### config.mk
export PLATFORM = sky130hd
export DESIGN_NAME = abm_frame_writer_flat
export DESIGN_NICKNAME = d
export VERILOG_FILES = /design/src/rtl/abm_frame_writer_if.sv /design/src/rtl/abm_frame_writer.sv /design/src/flat_wrapper.sv
export SDC_FILE = /design/constraint.sdc
export NUM_CORES = 1
export LEC_CHECK = 0
export ABC_CLOCK_PERIOD_IN_PS = 1950
export BUFFER_PORTS_ARGS = -buffer_cell sky130_fd_sc_hd__buf_2
export CAP_MARGIN = 10
export CORE_MARGIN = 8
export CORE_UTILIZATION = 35
export CTS_CLUSTER_DIAMETER = 120
export DETAILED_ROUTE_END_ITERATION = 8
export GPL_TIMING_DRIVEN = 0
export PLACE_DENSITY = 0.72
export SETUP_SLACK_MARGIN = 0.3
export SLEW_MARGIN = 20
export SYNTH_ARGS = -nofsm -noshare
export SYNTH_HDL_FRONTEND = slang
export SYNTH_SLANG_ARGS = --single-unit
export TNS_END_PERCENT = 10
### constraint.sdc
create_clock -name clk -period 1.95 [get_ports clk]
set_input_delay 0.195 -clock clk [delete_from_list [all_inputs] [get_ports clk]]
set_output_delay 0.195 -clock clk [all_outputs]
set_load 0.02 [all_outputs]
### src/rtl/abm_frame_writer_if.sv
// Stream-in / RAM-write bundle of the ABM frame writer.
// master is the stream source and RAM side; slave is the writer itself.
interface abm_frame_writer_if #(
  parameter int DW = 32,
  parameter int AW = 6
);
  logic [DW-1:0] s_axis_tdata;
  logic          s_axis_tvalid;
  logic          s_axis_tlast;
  logic          s_axis_tready;
  logic          ram_wr_en;
  logic [AW:0]   ram_wr_addr;
  logic [DW-1:0] ram_wr_data;

  modport master (
    output s_axis_tdata, s_axis_tvalid, s_axis_tlast,
    input  s_axis_tready, ram_wr_en, ram_wr_addr, ram_wr_data
  );

  modport slave (
    input  s_axis_tdata, s_axis_tvalid, s_axis_tlast,
    output s_axis_tready, ram_wr_en, ram_wr_addr, ram_wr_data
  );
endinterface

### src/rtl/abm_frame_writer.sv
// Writes one AXI-Stream ABM frame at a time into the inactive half of a
// ping-pong RAM and flips the active bank once a correctly sized frame lands.
module abm_frame_writer #(
  parameter int DW          = 32,
  parameter int FRAME_WORDS = 64,
  parameter int AW          = $clog2(FRAME_WORDS)
) (
  input  logic                 clk,
  input  logic                 resetn,
  abm_frame_writer_if.slave    bus,
  output logic                 active_bank,
  output logic                 abm_updated,
  output logic                 frame_error,
  output logic [31:0]          update_count
);

  localparam logic [AW-1:0] LAST_IDX = AW'(FRAME_WORDS - 1);

  typedef enum logic {S_RECV, S_DISCARD} state_t;

  state_t        state, state_nxt;
  logic [AW-1:0] widx, widx_nxt;
  logic          tready_r;
  logic          hs;
  logic          wr_req, commit_req, err_req;

  // Bank the current frame is written into; flips as soon as a good last
  // word is accepted so the next frame's first word already targets the
  // bank that is about to become inactive.
  logic          wr_bank;
  logic          bank_r;
  logic [31:0]   count_r;

  logic          wr_en_p1;
  logic [AW:0]   wr_addr_p1;
  logic [DW-1:0] wr_data_p1;
  logic          commit_p1;
  logic          err_p1;
  logic          upd_p2;

  function automatic logic [31:0] count_inc(input logic [31:0] c);
    return c + 32'd1;
  endfunction

  assign hs = bus.s_axis_tvalid & tready_r;

  always_comb begin
    state_nxt  = state;
    widx_nxt   = widx;
    wr_req     = 1'b0;
    commit_req = 1'b0;
    err_req    = 1'b0;
    case (state)
      S_RECV: begin
        if (hs) begin
          wr_req = 1'b1;
          if (widx == LAST_IDX) begin
            widx_nxt = '0;
            if (bus.s_axis_tlast) begin
              commit_req = 1'b1;
            end else begin
              err_req   = 1'b1;
              state_nxt = S_DISCARD;
            end
          end else if (bus.s_axis_tlast) begin
            err_req  = 1'b1;
            widx_nxt = '0;
          end else begin
            widx_nxt = widx + AW'(1);
          end
        end
      end
      S_DISCARD: begin
        if (hs && bus.s_axis_tlast) begin
          state_nxt = S_RECV;
        end
      end
      default: state_nxt = S_RECV;
    endcase
  end

  always_ff @(posedge clk) begin
    if (!resetn) begin
      state    <= S_RECV;
      widx     <= '0;
      tready_r <= 1'b0;
      wr_bank  <= 1'b1;
    end else begin
      state    <= state_nxt;
      widx     <= widx_nxt;
      tready_r <= 1'b1;
      if (commit_req) begin
        wr_bank <= ~wr_bank;
      end
    end
  end

  // p1: RAM write and error strobe for the word accepted at the previous edge
  always_ff @(posedge clk) begin
    if (!resetn) begin
      wr_en_p1   <= 1'b0;
      wr_addr_p1 <= '0;
      wr_data_p1 <= '0;
      commit_p1  <= 1'b0;
      err_p1     <= 1'b0;
    end else begin
      wr_en_p1  <= wr_req;
      commit_p1 <= commit_req;
      err_p1    <= err_req;
      if (wr_req) begin
        wr_addr_p1 <= {wr_bank, widx};
        wr_data_p1 <= bus.s_axis_tdata;
      end
    end
  end

  // p2: commit after the last word is already in RAM
  always_ff @(posedge clk) begin
    if (!resetn) begin
      upd_p2  <= 1'b0;
      bank_r  <= 1'b0;
      count_r <= '0;
    end else begin
      upd_p2 <= commit_p1;
      if (commit_p1) begin
        bank_r  <= ~bank_r;
        count_r <= count_inc(count_r);
      end
    end
  end

  assign bus.s_axis_tready = tready_r;
  assign bus.ram_wr_en     = wr_en_p1;
  assign bus.ram_wr_addr   = wr_addr_p1;
  assign bus.ram_wr_data   = wr_data_p1;
  assign active_bank       = bank_r;
  assign abm_updated       = upd_p2;
  assign frame_error       = err_p1;
  assign update_count      = count_r;

endmodule

### src/flat_wrapper.sv
// flat-port wrapper written by rule: the top's interface ports become plain ports
module abm_frame_writer_flat 
#(
  parameter int DW          = 32,
  parameter int FRAME_WORDS = 64,
  parameter int AW          = $clog2(FRAME_WORDS)
)
  (clk, resetn, active_bank, abm_updated, frame_error, update_count, bus_s_axis_tdata, bus_s_axis_tvalid, bus_s_axis_tlast, bus_s_axis_tready, bus_ram_wr_en, bus_ram_wr_addr, bus_ram_wr_data);
  abm_frame_writer_if #(.DW(DW), .AW(AW)) bus_i ();
  input  logic clk;
  input  logic resetn;
  output logic active_bank;
  output logic abm_updated;
  output logic frame_error;
  output logic [31:0] update_count;
  input wire logic [$bits(bus_i.s_axis_tdata)-1:0] bus_s_axis_tdata;
  input wire logic [$bits(bus_i.s_axis_tvalid)-1:0] bus_s_axis_tvalid;
  input wire logic [$bits(bus_i.s_axis_tlast)-1:0] bus_s_axis_tlast;
  output wire logic [$bits(bus_i.s_axis_tready)-1:0] bus_s_axis_tready;
  output wire logic [$bits(bus_i.ram_wr_en)-1:0] bus_ram_wr_en;
  output wire logic [$bits(bus_i.ram_wr_addr)-1:0] bus_ram_wr_addr;
  output wire logic [$bits(bus_i.ram_wr_data)-1:0] bus_ram_wr_data;
  assign bus_i.s_axis_tdata = bus_s_axis_tdata;
  assign bus_i.s_axis_tvalid = bus_s_axis_tvalid;
  assign bus_i.s_axis_tlast = bus_s_axis_tlast;
  assign bus_s_axis_tready = bus_i.s_axis_tready;
  assign bus_ram_wr_en = bus_i.ram_wr_en;
  assign bus_ram_wr_addr = bus_i.ram_wr_addr;
  assign bus_ram_wr_data = bus_i.ram_wr_data;
  abm_frame_writer #(.DW(DW), .FRAME_WORDS(FRAME_WORDS), .AW(AW)) u_core (.clk(clk), .resetn(resetn), .bus(bus_i), .active_bank(active_bank), .abm_updated(abm_updated), .frame_error(frame_error), .update_count(update_count));
endmodule
After elaboration in Yosys (flattened, before gate mapping):

Cells that the tools add are included.
W data, S select, Z words.

* logic and storage cells: 39
* memory bits (writable): 0
* output and inout bits: 76
* bits in latches: 0
* memories: 0
* register bits: 85
* bits of input ports: 36
* memory bits (read-only): 0

* order comparisons: 0
* divide/modulo/power cells: 0
* reductions and logical operators: 3
* $mul: 0
* shifts and indexed selects: 0
* add/sub/neg operators: 2
* bitwise logic cells: 6
* multiplexer cells: 15
* equal/unequal tests: 1

Operators by type and width (number)
* $add A32 B1 Y32 const B: 1
* $mux W1: 12
* $mux W6: 2
* $add A6 B1 Y6 const B: 1
* $eq A6 B6 Y1 const B: 1
* $not A1 Y1: 5
* $reduce_or A3 Y1: 1
* $pmux W1 S2: 1
* $reduce_and A2 Y1: 1
* $and A1 B1 Y1: 1
* $logic_and A1 B1 Y1: 1

Depth between registers and ports, before layout:

* word-level depth: 4
* gate-level depth with buffers: 7
* gate-level depth less buffers: 6

Worst setup path after synthesis:

Ideal clock, no wire load.

* kind: register -> register
* from: register u_core.count_r[4] (netlist: u_core.update_count[4])
* to: register u_core.count_r[30] (netlist: u_core.update_count[30])
* stages on the path, launching flop included: 7
* setup slack: -0.192 ns
* buffers on the path: 2
* data required time: 1.880 ns
* setup time: 0.070 ns
* clock period less this slack: 2.142 ns
* arrival time: 2.072 ns
* cell sequence: dfxtp_1 -> nand4_2 -> buf_6 -> or4_1 -> buf_2 -> or4_1 -> a21oi_1

* word-level cells in the longest chain between the ends: 1

RTL lines
* start, declared: RTL line abm_frame_writer.sv:32 `logic [31:0] count_r;`
* start signal, assigned: RTL line abm_frame_writer.sv:127 `count_r <= count_inc(count_r);`
* $add A32 B1 Y32: RTL line abm_frame_writer.sv:42 `return c + 32'd1;`

Every way passes these cells.
A chain may end at the register's enable or synchronous reset.

Final worst setup path:

* from: register u_core.count_r[3] (netlist: u_core.update_count[3])
* to: register u_core.count_r[22] (netlist: u_core.update_count[22])

Same word-level chain as after synthesis.

==> out/results.txt <==
Result of the run = complete, but fails checks
Failing checks = negative setup slack
Wire length reported by the detailed router = 9349 microns
Source-to-sink clock delay at the later pin of the worst-skew pair = 360 ps
Initial standard-cell utilization of the core = 35.39%
Clk root buf = sky130_fd_sc_hd__clkbuf_8
Areal power density over the cells = 679.0 mW/mm^2
Fin. Hold Viols = 0
Minimum period implied by the final worst setup slack = 1994 ps
Reg2reg end = u_core.update_count[22]
Hold buffers post-CTS = 0
Most common library cell in the layout ignoring fill and taps = sky130_fd_sc_hd__buf_2
Sequential element share of the synthesized area = 50.11%
Dominant synthesized flop cell = sky130_fd_sc_hd__dfxtp_1
Arrival time of data at the critical path endpoint = 2270 ps
Pin count of the biggest net entering global routing = 13
Slew at the pin closest to its max-slew limit = 609.9 ps
Leakage power of the design = 1.872 nW
Clock sink count = 85
Share of flip-flops with an asynchronous set or reset after synthesis = 0%
Dpl ws = -293.3 ps
Period utilization = 102.2%
H-tree level count = 3
Max-slew violation count = 0
Longest Clk Path Bufs = 2
Count of mapped cells out of synthesis = 409
Number of warnings printed during yosys synthesis = 0
Routed wire per std cell = 13.81 microns
Launching instance or port of the critical path = u_core.update_count[3]
Mean instance size in the synthesized netlist = 8.303 sq um
Data required, critical path = 2230 ps
Count of max-cap constraint violations = 0
Maximum single-stage delay on the critical path = 530 ps
Number of synthesized flops with an enable pin = 0
Clock slew at the register clock pins of the worst setup and hold paths = 80 ps
Number of top-level design ports = 112
N_diodes = 0
Worst max-slew margin expressed relative to the limit = 59.34%
Cell at the slowest stage of the critical path = sky130_fd_sc_hd__or4_1
Register Area = 0.001754 sq mm
Post-Syn Area = 0.003396 sq mm
Critical path fanouts, max = 10
Highest ir drop seen on vdd = 0.4399 mV
IO Port Bufs = 111
Nets@finish = 579
Area added between synthesis and finish = 33.09%
Filler instances = 945
Post-synth cell types = 36
Number of remaining DRC errors = 0
Die extent in x = 114.5 microns
Number of setup violations in the final report = 2
Count of buffering cells on the critical path with inverters included = 2
Final weighted congestion of routability-driven global placement = 0.7650
Total grt overflow = 0
Global-route wire length before repair = 15000 microns
Die ar. = 0.01311 sq mm
Worst Slack Setup Final = -43.77 ps
RSZ-0062 raised after global routing = true
Setup slack on the worst flop-to-flop path = -40 ps
Via count = 3326
Area of the core region = 0.009594 sq mm
Area of the multi-input gates = 0.001633 sq mm
Design area = 0.004519 sq mm
Global routing usage summed across all routing layers = 14.22%
Iteration count of the initial detailed-routing pass = 7
Critical path startpoint category = register
HPWL Detailed = 6869 microns
Worst Skew = 9.109 ps
Highest attainable clock frequency = 501.6 MHz
Crit Reg-Reg Startpoint = u_core.update_count[3]
Core Rows = 36
Antenna violations before repair = 0
Capture point of the worst path = u_core.update_count[22]
Highest-count cells in the layout ignoring fill and taps = sky130_fd_sc_hd__buf_2, sky130_fd_sc_hd__nand2_1, sky130_fd_sc_hd__dfxtp_1
Crit path capture type = register
Gate family responsible for the most delay along the worst path = simple AND/OR/NAND/NOR gates
Critical path's most frequent cell = sky130_fd_sc_hd__or4_1
Hold WC Path Type = in -> reg
Number of buffers created by CTS = 9
Register bit total from synthesis = 85
Fraction of layout instances using a drive strength above 1 = 33.27%
Die height = 114.5 microns
Vias per inst = 4.913
Initial DRC count = 151
Logic depth of the worst register-to-register path = 6
Clock tree from TritonCTS = yes
Category of the most critical setup path = reg -> reg
Number of global-route vias before repair = 3172
Post-placement cell area = 0.004217 sq mm
Synthesized Nets = 449
Total stage count of the critical path = 6
Number of nets with antenna violations after detailed routing = 0
Cells traversed along the worst timing path = nand4_4 > buf_6 > or4_1 > clkbuf_8 > or4_1 > a21oi_1
how the worst min path moves through the flow:
| stage | start | to | slack (ps) | cells after the start |
|---|---|---|---|---|
| 6_report | resetn | u_core.bus.s_axis_tready | 60 | 1 |
| 2_1_floorplan | resetn | u_core.bus.s_axis_tready | 220 | 0 |
| 5_1_grt | resetn | u_core.bus.s_axis_tready | 50 | 1 |
| 3_5_place_dp | resetn | u_core.bus.s_axis_tready | 440 | 1 |
| 4_1_cts | resetn | u_core.bus.s_axis_tready | 40 | 1 |
| 3_3_place_gp | bus_s_axis_tdata[4] | u_core.bus.ram_wr_data[4] | 440 | 3 |
timing repair:
action / 4_1_cts / 5_1_grt
setup buffers: 1 / 7
endpoints found under the setup margin: 19 / 49
gates resized for setup: 12 / 23
pin swaps: 8 / 6
cell families after synthesis:
logic type / after synthesis / share of synthesized area [%]
AND/OR/NAND/NOR: 184 / 25.76
adder cells (fa/ha/maj): 4 / 1.474
AO/OA/AOI/OAI: 87 / 13.89
multiplexers: 2 / 0.5896
XOR/XNOR: 15 / 3.869
buffers and inverters: 32 / 4.311
flip-flops: 85 / 50.11
through the flow:
stage                     util, %  hold WS, ps  TNS, ps  instances  power, mW
final                       47.10        58.49   -52.23        677      3.069
after global routing        47.10        46.15   -507.4        677      3.230
after detailed placement    43.95        439.9    -2084        653      2.053
after CTS                   46.18        44.06        0        670      3.119
after global placement      43.95        435.7    -1840        653      2.045
after floorplan                 -        222.7        0        409      1.945
flip-flops by register name (all words and copies together) (netlist names):
name and flops:
u_core.widx 6, u_core.abm_updated 1, u_core.bus.ram_wr_data 32, u_core.commit_p1 1, u_core.active_bank 1, u_core.bus.ram_wr_en 1
u_core.wr_bank 1, u_core.frame_error 1, u_core.bus.ram_wr_addr 7, u_core.bus.s_axis_tready 1, u_core.update_count 32, u_core.state 1
report_power, final:
| group | switching [mW] | total [mW] | leakage, nW | internal, mW |
|---|---|---|---|---|
| logic | 0.155 | 0.237 | 1.09 | 0.0822 |
| registers | 0.0181 | 1.77 | 0.704 | 1.76 |
| clock network | 0.603 | 1.06 | 0.0765 | 0.455 |
per-layer routing:
metal / vias to the layer above / part of all wire (%) / GRT usage, % / wire [microns]
met5: - / 0 / 0 / 0
met2: 101 / 47 / 22.66 / 4378
li1: 1682 / - / - / -
met1: 1530 / 43 / 16.48 / 4051
met4: 0 / 1.6 / 6.477 / 154
met3: 13 / 8.2 / 5.485 / 764
synth_stat cells, types with 4 or more instances:
cell                       instances  area [sq um]
sky130_fd_sc_hd__nand2_1          96         360.4
sky130_fd_sc_hd__dfxtp_1          85          1702
sky130_fd_sc_hd__a21oi_1          61         305.3
sky130_fd_sc_hd__nor2_1           23         86.33
sky130_fd_sc_hd__clkbuf_1         21         78.83
sky130_fd_sc_hd__or4_1            15         112.6
sky130_fd_sc_hd__nand3_1          13         65.06
sky130_fd_sc_hd__o21ai_0          12         60.06
sky130_fd_sc_hd__o31ai_1          11         82.58
sky130_fd_sc_hd__xnor2_1          10         87.58
sky130_fd_sc_hd__or3_1             8         50.05
sky130_fd_sc_hd__inv_1             6         22.52
sky130_fd_sc_hd__nor3_1            6         30.03
sky130_fd_sc_hd__nand4_1           5         31.28
sky130_fd_sc_hd__xor2_1            5         43.79
sky130_fd_sc_hd__and3_1            4         25.02
sky130_fd_sc_hd__ha_1              4         50.05
layout make-up:
class / instances / share of cell area, %
Clock inverter: 3 / 0.2769
Timing Repair Buffer: 119 / 13.62
Multi-Input combinational cell: 292 / 36.13
Buffer: 25 / 3.821
Tap cell: 133 / 3.682
Clock buffer: 13 / 3.073
Sequential cell: 85 / 38.82
Inverter: 7 / 0.5814
worst reg2reg max path: cells and delay by family (launching register included):
kind | cells | cell delay (ps)
AND/OR/NAND/NOR | 3 | 1020
flip-flops | 1 | 400
buffers and inverters | 2 | 330
AO/OA/AOI/OAI | 1 | 170
(Power assumes the default switching activity.)
